### src/rtl/rule110_pkg.sv
// Shared constants, command encoding and FSM state encoding for the rule110 host sequencer.
package rule110_pkg;

  localparam int CELLS_PER_BLOCK = 8;
  localparam int NUM_CELLS_DEF   = 224;
  localparam int ADDR_W          = 6;
  localparam int COUNT_W         = 16;

  typedef enum logic [1:0] {
    OP_LOAD      = 2'b00,
    OP_STEP      = 2'b01,
    OP_DUMP      = 2'b10,
    OP_STEP_DUMP = 2'b11
  } cmd_op_e;

  typedef enum logic [2:0] {
    ST_IDLE      = 3'd0,
    ST_LOAD      = 3'd1,
    ST_STEP_RUN  = 3'd2,
    ST_DUMP_ADDR = 3'd3,
    ST_DUMP_HOLD = 3'd4
  } state_e;

endpackage

### src/rtl/rule110_host_ctrl_if.sv
// Host-facing command/stream signals plus the automaton pin bundle.
interface rule110_host_ctrl_if;

  // Every stream (cmd, s, m) transfers on a cycle where valid && ready are both high;
  // a producer holds its payload stable and keeps valid high until that cycle.
  logic                           cmd_valid;
  logic                           cmd_ready;
  logic [1:0]                     cmd_op;
  logic [rule110_pkg::COUNT_W-1:0] cmd_count;

  logic [7:0] s_data;
  logic       s_valid;
  logic       s_ready;

  logic [7:0] m_data;
  logic       m_valid;
  logic       m_ready;
  logic       m_last;

  logic busy;

  logic [7:0]                     ca_data_in;
  logic                           ca_we_n;
  logic                           ca_halt_n;
  logic [rule110_pkg::ADDR_W-1:0] ca_addr;
  logic [7:0]                     ca_data_out;

  rule110_pkg::state_e dbg_state;

  modport slave (
    input  cmd_valid, cmd_op, cmd_count, s_data, s_valid, m_ready, ca_data_out,
    output cmd_ready, s_ready, m_data, m_valid, m_last, busy,
           ca_data_in, ca_we_n, ca_halt_n, ca_addr, dbg_state
  );

  modport master (
    output cmd_valid, cmd_op, cmd_count, s_data, s_valid, m_ready, ca_data_out,
    input  cmd_ready, s_ready, m_data, m_valid, m_last, busy,
           ca_data_in, ca_we_n, ca_halt_n, ca_addr, dbg_state
  );

endinterface

### src/rtl/rule110_block_seq.sv
// Block index counter shared by LOAD and DUMP; saturates at the last block.
module rule110_block_seq
  import rule110_pkg::*;
#(
  parameter int NUM_BLOCKS = NUM_CELLS_DEF / CELLS_PER_BLOCK
) (
  input  logic              clk,
  input  logic              rst_n,
  input  logic              clr_i,
  input  logic              inc_i,
  output logic [ADDR_W-1:0] idx_o,
  output logic              last_o
);

  logic [ADDR_W-1:0] idx_q, idx_d;

  assign last_o = (idx_q == ADDR_W'(NUM_BLOCKS - 1));
  assign idx_o  = idx_q;

  always_comb begin
    idx_d = idx_q;
    if (clr_i) begin
      idx_d = '0;
    end else if (inc_i && !last_o) begin
      idx_d = idx_q + ADDR_W'(1);
    end
  end

  always_ff @(posedge clk or negedge rst_n) begin
    if (!rst_n) begin
      idx_q <= '0;
    end else begin
      idx_q <= idx_d;
    end
  end

endmodule

### src/rtl/rule110_host_ctrl.sv
// Turns LOAD/STEP/DUMP commands and byte streams into registered rule110 pin sequences.
module rule110_host_ctrl
  import rule110_pkg::*;
#(
  parameter int NUM_CELLS = NUM_CELLS_DEF
) (
  input logic                clk,
  input logic                rst_n,
  rule110_host_ctrl_if.slave bus
);

  localparam int NUM_BLOCKS = NUM_CELLS / CELLS_PER_BLOCK;

  state_e             state_q, state_d;
  cmd_op_e            op_q, op_d;
  logic [COUNT_W-1:0] cnt_q, cnt_d;
  logic [7:0]         ca_data_in_q, ca_data_in_d;
  logic               ca_we_n_q, ca_we_n_d;
  logic               ca_halt_n_q, ca_halt_n_d;
  logic [ADDR_W-1:0]  ca_addr_q, ca_addr_d;
  logic [7:0]         m_data_q, m_data_d;
  logic               m_valid_q, m_valid_d;
  logic               m_last_q, m_last_d;

  logic              idx_clr, idx_inc, idx_last;
  logic [ADDR_W-1:0] idx;
  logic              cmd_fire, s_fire, m_fire;

  rule110_block_seq #(.NUM_BLOCKS(NUM_BLOCKS)) u_block_seq (
    .clk    (clk),
    .rst_n  (rst_n),
    .clr_i  (idx_clr),
    .inc_i  (idx_inc),
    .idx_o  (idx),
    .last_o (idx_last)
  );

  assign cmd_fire = bus.cmd_valid && (state_q == ST_IDLE);
  assign s_fire   = bus.s_valid && (state_q == ST_LOAD);
  assign m_fire   = m_valid_q && bus.m_ready && (state_q == ST_DUMP_HOLD);

  always_comb begin
    state_d      = state_q;
    op_d         = op_q;
    cnt_d        = cnt_q;
    ca_data_in_d = ca_data_in_q;
    ca_we_n_d    = 1'b1;
    ca_halt_n_d  = 1'b0;
    ca_addr_d    = ca_addr_q;
    m_data_d     = m_data_q;
    m_valid_d    = m_valid_q;
    m_last_d     = m_last_q;
    idx_clr      = 1'b0;
    idx_inc      = 1'b0;

    unique case (state_q)
      ST_IDLE: begin
        if (cmd_fire) begin
          op_d    = cmd_op_e'(bus.cmd_op);
          cnt_d   = bus.cmd_count;
          idx_clr = 1'b1;
          unique case (cmd_op_e'(bus.cmd_op))
            OP_LOAD: state_d = ST_LOAD;
            OP_DUMP: begin
              state_d   = ST_DUMP_ADDR;
              ca_addr_d = '0;
            end
            OP_STEP, OP_STEP_DUMP: begin
              // halt_n is registered, so it must rise on the same edge that enters STEP_RUN.
              if (bus.cmd_count != '0) begin
                state_d     = ST_STEP_RUN;
                ca_halt_n_d = 1'b1;
              end else if (cmd_op_e'(bus.cmd_op) == OP_STEP_DUMP) begin
                state_d   = ST_DUMP_ADDR;
                ca_addr_d = '0;
              end
            end
          endcase
        end
      end

      ST_LOAD: begin
        if (s_fire) begin
          ca_data_in_d = bus.s_data;
          ca_addr_d    = idx;
          ca_we_n_d    = 1'b0;
          if (idx_last) state_d = ST_IDLE;
          else          idx_inc = 1'b1;
        end
      end

      ST_STEP_RUN: begin
        cnt_d = cnt_q - COUNT_W'(1);
        if (cnt_q <= COUNT_W'(1)) begin
          state_d   = (op_q == OP_STEP_DUMP) ? ST_DUMP_ADDR : ST_IDLE;
          ca_addr_d = '0;
        end else begin
          ca_halt_n_d = 1'b1;
        end
      end

      ST_DUMP_ADDR: begin
        state_d   = ST_DUMP_HOLD;
        m_data_d  = bus.ca_data_out;
        m_valid_d = 1'b1;
        m_last_d  = idx_last;
      end

      ST_DUMP_HOLD: begin
        if (m_fire) begin
          m_valid_d = 1'b0;
          m_last_d  = 1'b0;
          if (idx_last) begin
            state_d = ST_IDLE;
          end else begin
            idx_inc   = 1'b1;
            ca_addr_d = idx + ADDR_W'(1);
            state_d   = ST_DUMP_ADDR;
          end
        end
      end

      default: state_d = ST_IDLE;
    endcase
  end

  always_ff @(posedge clk or negedge rst_n) begin
    if (!rst_n) begin
      state_q      <= ST_IDLE;
      op_q         <= OP_LOAD;
      cnt_q        <= '0;
      ca_data_in_q <= '0;
      ca_we_n_q    <= 1'b1;
      ca_halt_n_q  <= 1'b0;
      ca_addr_q    <= '0;
      m_data_q     <= '0;
      m_valid_q    <= 1'b0;
      m_last_q     <= 1'b0;
    end else begin
      state_q      <= state_d;
      op_q         <= op_d;
      cnt_q        <= cnt_d;
      ca_data_in_q <= ca_data_in_d;
      ca_we_n_q    <= ca_we_n_d;
      ca_halt_n_q  <= ca_halt_n_d;
      ca_addr_q    <= ca_addr_d;
      m_data_q     <= m_data_d;
      m_valid_q    <= m_valid_d;
      m_last_q     <= m_last_d;
    end
  end

  assign bus.cmd_ready  = (state_q == ST_IDLE);
  assign bus.s_ready    = (state_q == ST_LOAD);
  assign bus.busy       = (state_q != ST_IDLE);
  assign bus.m_data     = m_data_q;
  assign bus.m_valid    = m_valid_q;
  assign bus.m_last     = m_last_q;
  assign bus.ca_data_in = ca_data_in_q;
  assign bus.ca_we_n    = ca_we_n_q;
  assign bus.ca_halt_n  = ca_halt_n_q;
  assign bus.ca_addr    = ca_addr_q;
  assign bus.dbg_state  = state_q;

endmodule

### src/flat_wrapper.sv
// flat-port wrapper written by rule: the top's interface ports become plain ports
module rule110_host_ctrl_flat import rule110_pkg::*;
#(
  parameter int NUM_CELLS = NUM_CELLS_DEF
)
  (clk, rst_n, bus_cmd_valid, bus_cmd_op, bus_cmd_count, bus_s_data, bus_s_valid, bus_m_ready, bus_ca_data_out, bus_cmd_ready, bus_s_ready, bus_m_data, bus_m_valid, bus_m_last, bus_busy, bus_ca_data_in, bus_ca_we_n, bus_ca_halt_n, bus_ca_addr, bus_dbg_state);
  rule110_host_ctrl_if bus_i ();
  input logic clk;
  input logic rst_n;
  input wire logic [$bits(bus_i.cmd_valid)-1:0] bus_cmd_valid;
  input wire logic [$bits(bus_i.cmd_op)-1:0] bus_cmd_op;
  input wire logic [$bits(bus_i.cmd_count)-1:0] bus_cmd_count;
  input wire logic [$bits(bus_i.s_data)-1:0] bus_s_data;
  input wire logic [$bits(bus_i.s_valid)-1:0] bus_s_valid;
  input wire logic [$bits(bus_i.m_ready)-1:0] bus_m_ready;
  input wire logic [$bits(bus_i.ca_data_out)-1:0] bus_ca_data_out;
  output wire logic [$bits(bus_i.cmd_ready)-1:0] bus_cmd_ready;
  output wire logic [$bits(bus_i.s_ready)-1:0] bus_s_ready;
  output wire logic [$bits(bus_i.m_data)-1:0] bus_m_data;
  output wire logic [$bits(bus_i.m_valid)-1:0] bus_m_valid;
  output wire logic [$bits(bus_i.m_last)-1:0] bus_m_last;
  output wire logic [$bits(bus_i.busy)-1:0] bus_busy;
  output wire logic [$bits(bus_i.ca_data_in)-1:0] bus_ca_data_in;
  output wire logic [$bits(bus_i.ca_we_n)-1:0] bus_ca_we_n;
  output wire logic [$bits(bus_i.ca_halt_n)-1:0] bus_ca_halt_n;
  output wire logic [$bits(bus_i.ca_addr)-1:0] bus_ca_addr;
  output wire logic [$bits(bus_i.dbg_state)-1:0] bus_dbg_state;
  assign bus_i.cmd_valid = bus_cmd_valid;
  assign bus_i.cmd_op = bus_cmd_op;
  assign bus_i.cmd_count = bus_cmd_count;
  assign bus_i.s_data = bus_s_data;
  assign bus_i.s_valid = bus_s_valid;
  assign bus_i.m_ready = bus_m_ready;
  assign bus_i.ca_data_out = bus_ca_data_out;
  assign bus_cmd_ready = bus_i.cmd_ready;
  assign bus_s_ready = bus_i.s_ready;
  assign bus_m_data = bus_i.m_data;
  assign bus_m_valid = bus_i.m_valid;
  assign bus_m_last = bus_i.m_last;
  assign bus_busy = bus_i.busy;
  assign bus_ca_data_in = bus_i.ca_data_in;
  assign bus_ca_we_n = bus_i.ca_we_n;
  assign bus_ca_halt_n = bus_i.ca_halt_n;
  assign bus_ca_addr = bus_i.ca_addr;
  assign bus_dbg_state = bus_i.dbg_state;
  rule110_host_ctrl #(.NUM_CELLS(NUM_CELLS)) u_core (.clk(clk), .rst_n(rst_n), .bus(bus_i));
endmodule
### config.mk
export PLATFORM = sky130hd
export DESIGN_NAME = rule110_host_ctrl_flat
export DESIGN_NICKNAME = d
export VERILOG_FILES = /design/src/rtl/rule110_pkg.sv /design/src/rtl/rule110_host_ctrl_if.sv /design/src/rtl/rule110_block_seq.sv /design/src/rtl/rule110_host_ctrl.sv /design/src/flat_wrapper.sv
export SDC_FILE = /design/constraint.sdc
export NUM_CORES = 1
export LEC_CHECK = 0
export CAP_MARGIN = 15
export CORE_MARGIN = 2
export CORE_UTILIZATION = 44
export CTS_CLUSTER_DIAMETER = 50
export DETAILED_ROUTE_END_ITERATION = 10
export HOLD_SLACK_MARGIN = 0.08
export PLACE_DENSITY = 0.79
export SKIP_LAST_GASP = 1
export SYNTH_ARGS = -nofsm -noshare
export SYNTH_HDL_FRONTEND = slang
export SYNTH_HIERARCHICAL = 1
export SYNTH_SLANG_ARGS = --single-unit
### constraint.sdc
create_clock -name clk -period 2.4 [get_ports clk]
set_clock_uncertainty 0.2 [all_clocks]
set_input_delay 0.24 -clock clk [delete_from_list [all_inputs] [get_ports clk]]
set_output_delay 0.24 -clock clk [all_outputs]
set_load 0.03 [all_outputs]
==> flow_metrics.py <==
metrics = {
    "layout": {
        "design.final.nets": 410,
        "syn_to_final_growth_pct": 35.9,
        "drive_gt1_share_pct": 18.2,
        "antenna_cells": 0,
        "fillCellCount": 530,
    },
    "clock_network": {
        "cts_tree": "built",
        "cts_setup_buffers": 0,
        "cts_max_path_buffers": 2,
        "clkTransAtPathRegs_ns": 0.10,
        "cts_made_buffers": 5,
        "worst_skew_pair.late_latency_ns": 0.31,
        "h-tree-depth": 2,
        "cts.sinks": 53,
        "cts_root_buffer": "clkbuf_8",
    },
    "floorplanning": {
        "die_h_um": 84.2,
        "core-area_um2": 6280,
        "rows": 29,
        "dieArea_um2": 7080,
        "start_util_pct": 45.0,
        "ioPinCount": 71,
        "die_w_um": 84.2,
    },
    "routing": {
        "wl_met2_um": 3210,
        "topRoutingLayerUsed": "met4",
        "via_per_inst": 5.67,
        "drt-met1-wl_um": 3000,
        "drt_iter0_drc": 175,
        "routed-via-count": 2523,
        "wl_per_cell_um": 15.4,
        "antenna_left": 0,
        "dr.pass1.iters": 5,
        "drc_errors": 0,
        "postRouteWirelength_um": 6830,
        "wl_met3_um": 524,
    },
    "setup_path": {
        "end_kind": "output pin",
        "critPathSlowestCell": "clkdlybuf4s50_1",
        "worst-path-max-fanout": 12,
        "required_ns": 1.96,
        "start_kind": "flop",
        "critPathKind": "flop to output pin",
        "cp.arrival_ns": 1.86,
        "path_cells": "nor3b_4 -> clkdlybuf4s50_1",
        "cpPeakStageDelay_ns": 0.72,
    },
    "sta": {
        "min_period_over_period_pct": 95.6,
        "tightest_slew_ns": 0.491,
        "grt_setup_unrepaired": "true",
        "relSlewSlack_pct": 67.2,
        "drv_slew": 0,
        "hold-worst-slack_ns": 0.142,
        "fin_crit_ns": 2.30,
        "hold_viol_final": 0,
        "setup-tns-final_ns": 0,
        "setup_viol": 0,
        "timing.fmax_mhz": 436,
    },
    "logic_synthesis": {
        "synth_commonest_cells": "dfrtp_1 (52), nand2_1 (32), nor2_1 (26), mux2_2 (21), o21ai_0 (17)",
        "synth_seq_cells": 53,
        "yosys_warnings": 6,
        "yosysTopAreaCellShare_pct": 46.0,
        "synth-main-ff-cell": "dfrtp_1",
        "synth_cell_types": 51,
        "synth_area_um2": 2830,
        "netlist_instances": 283,
        "synth-edff-count": 0,
        "async_reset_ff_share_pct": 100,
        "yosysSeqAreaShare_pct": 47.0,
        "syn_avg_cell_area_um2": 9.99,
        "synth.area.top_cells": "dfrtp_1 (46%), mux2_2 (8.4%), nand2_1 (4.2%)",
        "synth_most_common_cell": "dfrtp_1",
        "yosys.area.top_type": "dfrtp_1",
        "synth_nets": 326,
    },
    "pwr": {
        "p_per_area_nw_per_um2": 1190,
        "vdd_drop_max_v": 0.000665,
        "finalPower_mw": 4.56,
        "leakagePower_nw": 1.57,
    },
    "global_routing": {
        "grt_max_degree": 43,
        "grtUsageTotal_pct": 19.6,
        "grt_remaining_overflow": 0,
        "grt_antenna_before_repair": 0,
        "grt_pass1_wl_um": 11200,
        "grt_pass1_vias": 2357,
    },
    "placed_design": {
        "port_buffers": 70,
        "dpl.hpwl_um": 5210,
        "gp_congestion": 0.908,
    },
    "min_path": {
        "min_path_type": "primary input to async pin",
    },
    "outcome": {
        "outcome": "finished, final reports clean",
    },
    "run": {
        "drv_cap": 0,
    },
}
==> logic make-up after synthesis <==
| group | synth area share (%) |
|---|---|
| AND/OR/NAND/NOR | 23.1 |
| AO/OA/AOI/OAI | 14.9 |
| flip-flops | 47.0 |
| multiplexers | 8.77 |
| buffers and inverters | 3.28 |
| XOR/XNOR | 1.24 |
| adder cells (fa/ha/maj) | 1.77 |
==> power by group <==
group / switching, mW / leakage (nW) / total, mW / internal [mW]
Sequential: 0.363 / 0.642 / 1.61 / 1.25
Combinational: 1.33 / 0.873 / 2.40 / 1.07
Clock: 0.309 / 0.0518 / 0.549 / 0.240
Total: 2.00 / 1.57 / 4.56 / 2.56
==> critical path, delay by kind of cell, from the launching register on <==
family	cells	cell delay (ns)
DFF	1	0.52
and+or+nand+nor	1	0.30
buffers and inverters	1	0.72
==> metal layers <==
metal	up-vias	GRT usage, %
met5	-	0
met4	0	5.57
met1	1205	26.4
met3	12	5.31
met2	97	31.5
li1	1209	-
==> flip-flops by register name, indices dropped and copies added, names as in the netlist, 2 cells and up <==
name	flops
u_core/cnt_q	16
u_core/bus.ca_data_in	8
u_core/bus.m_data	8
u_core/bus.ca_addr	6
u_core/u_block_seq/idx_o	6
u_core/bus.dbg_state	3
u_core/op_q	2
==> through the flow <==
stage	area [µm²]	cells	util [%]	setup WS [ns]
global route	3840	445	61.2	-0.00278
CTS	3830	445	61.0	0.0409
detailed placement	3720	436	59.2	0.0947
global placement	3720	436	59.2	0.110
floorplan	2870	283	-	-0.142
finish	3840	445	61.2	0.105
==> path summary, 6_finish.rpt <==
kind / start / slack, ns / end / depth (start not counted)
setup / recovery: u_core/bus.dbg_state[0]$_DFFE_PN0P_ / 0.10 / bus_s_ready / 2
hold / removal: rst_n / 0.14 / u_core/bus.m_data[7]$_DFFE_PN0P_ / 2
setup reg to reg: u_core/cnt_q[0]$_DFFE_PN0P_ / 0.17 / u_core/cnt_q[14]$_DFFE_PN0P_ / 7
hold reg to reg: u_core/op_q[1]$_DFFE_PN0P_ / 0.29 / u_core/op_q[1]$_DFFE_PN0P_ / 2
max in group asynchronous: rst_n / 1.29 / u_core/bus.ca_we_n$_DFF_PN1_ / 3
min in group clk: u_core/op_q[1]$_DFFE_PN0P_ / 0.29 / u_core/op_q[1]$_DFFE_PN0P_ / 2
==> timing repair <==
item / in CTS / in global routing
endpoints found under the setup margin: 1 / 3
hold buffers: 1 / 0
cloned: 0 / 0
resized for setup: 1 / 2
hold endpoints to repair: 52 / 0
==> final cells by class <==
class                           instances  area, µm²  share of cell area [%]
Multi-Input combinational cell        211       1430                    37.3
Sequential cell                        53       1330                    34.7
Timing Repair Buffer                   89        852                    22.2
Tap cell                               77       96.3                    2.51
Clock buffer                            6       82.6                    2.15
Inverter                                7       26.3                   0.684
Clock inverter                          2       17.5                   0.456
==> layout by cell type, fill, tap and decap left out, types with 3 or more instances in the layout <==
cell              n
a21oi_1          11
nand2b_1          5
nor2_1           26
ha_1              4
a211oi_1          3
buf_4            17
o21ai_0          17
mux2_2           21
a31oi_1           6
o41ai_1           3
clkdlybuf4s50_1  68
dfrtp_2           3
a311oi_1          4
dfrtp_1          49
nor3b_1           3
o22ai_1           3
nor3_1            3
xor2_1            4
clkbuf_8          6
or3_1             3
nand3_1          16
nand2_1          32
inv_1             7
nor4_1            5
o211ai_1          4
No activity file was read; power rests on OpenSTA's default activity.
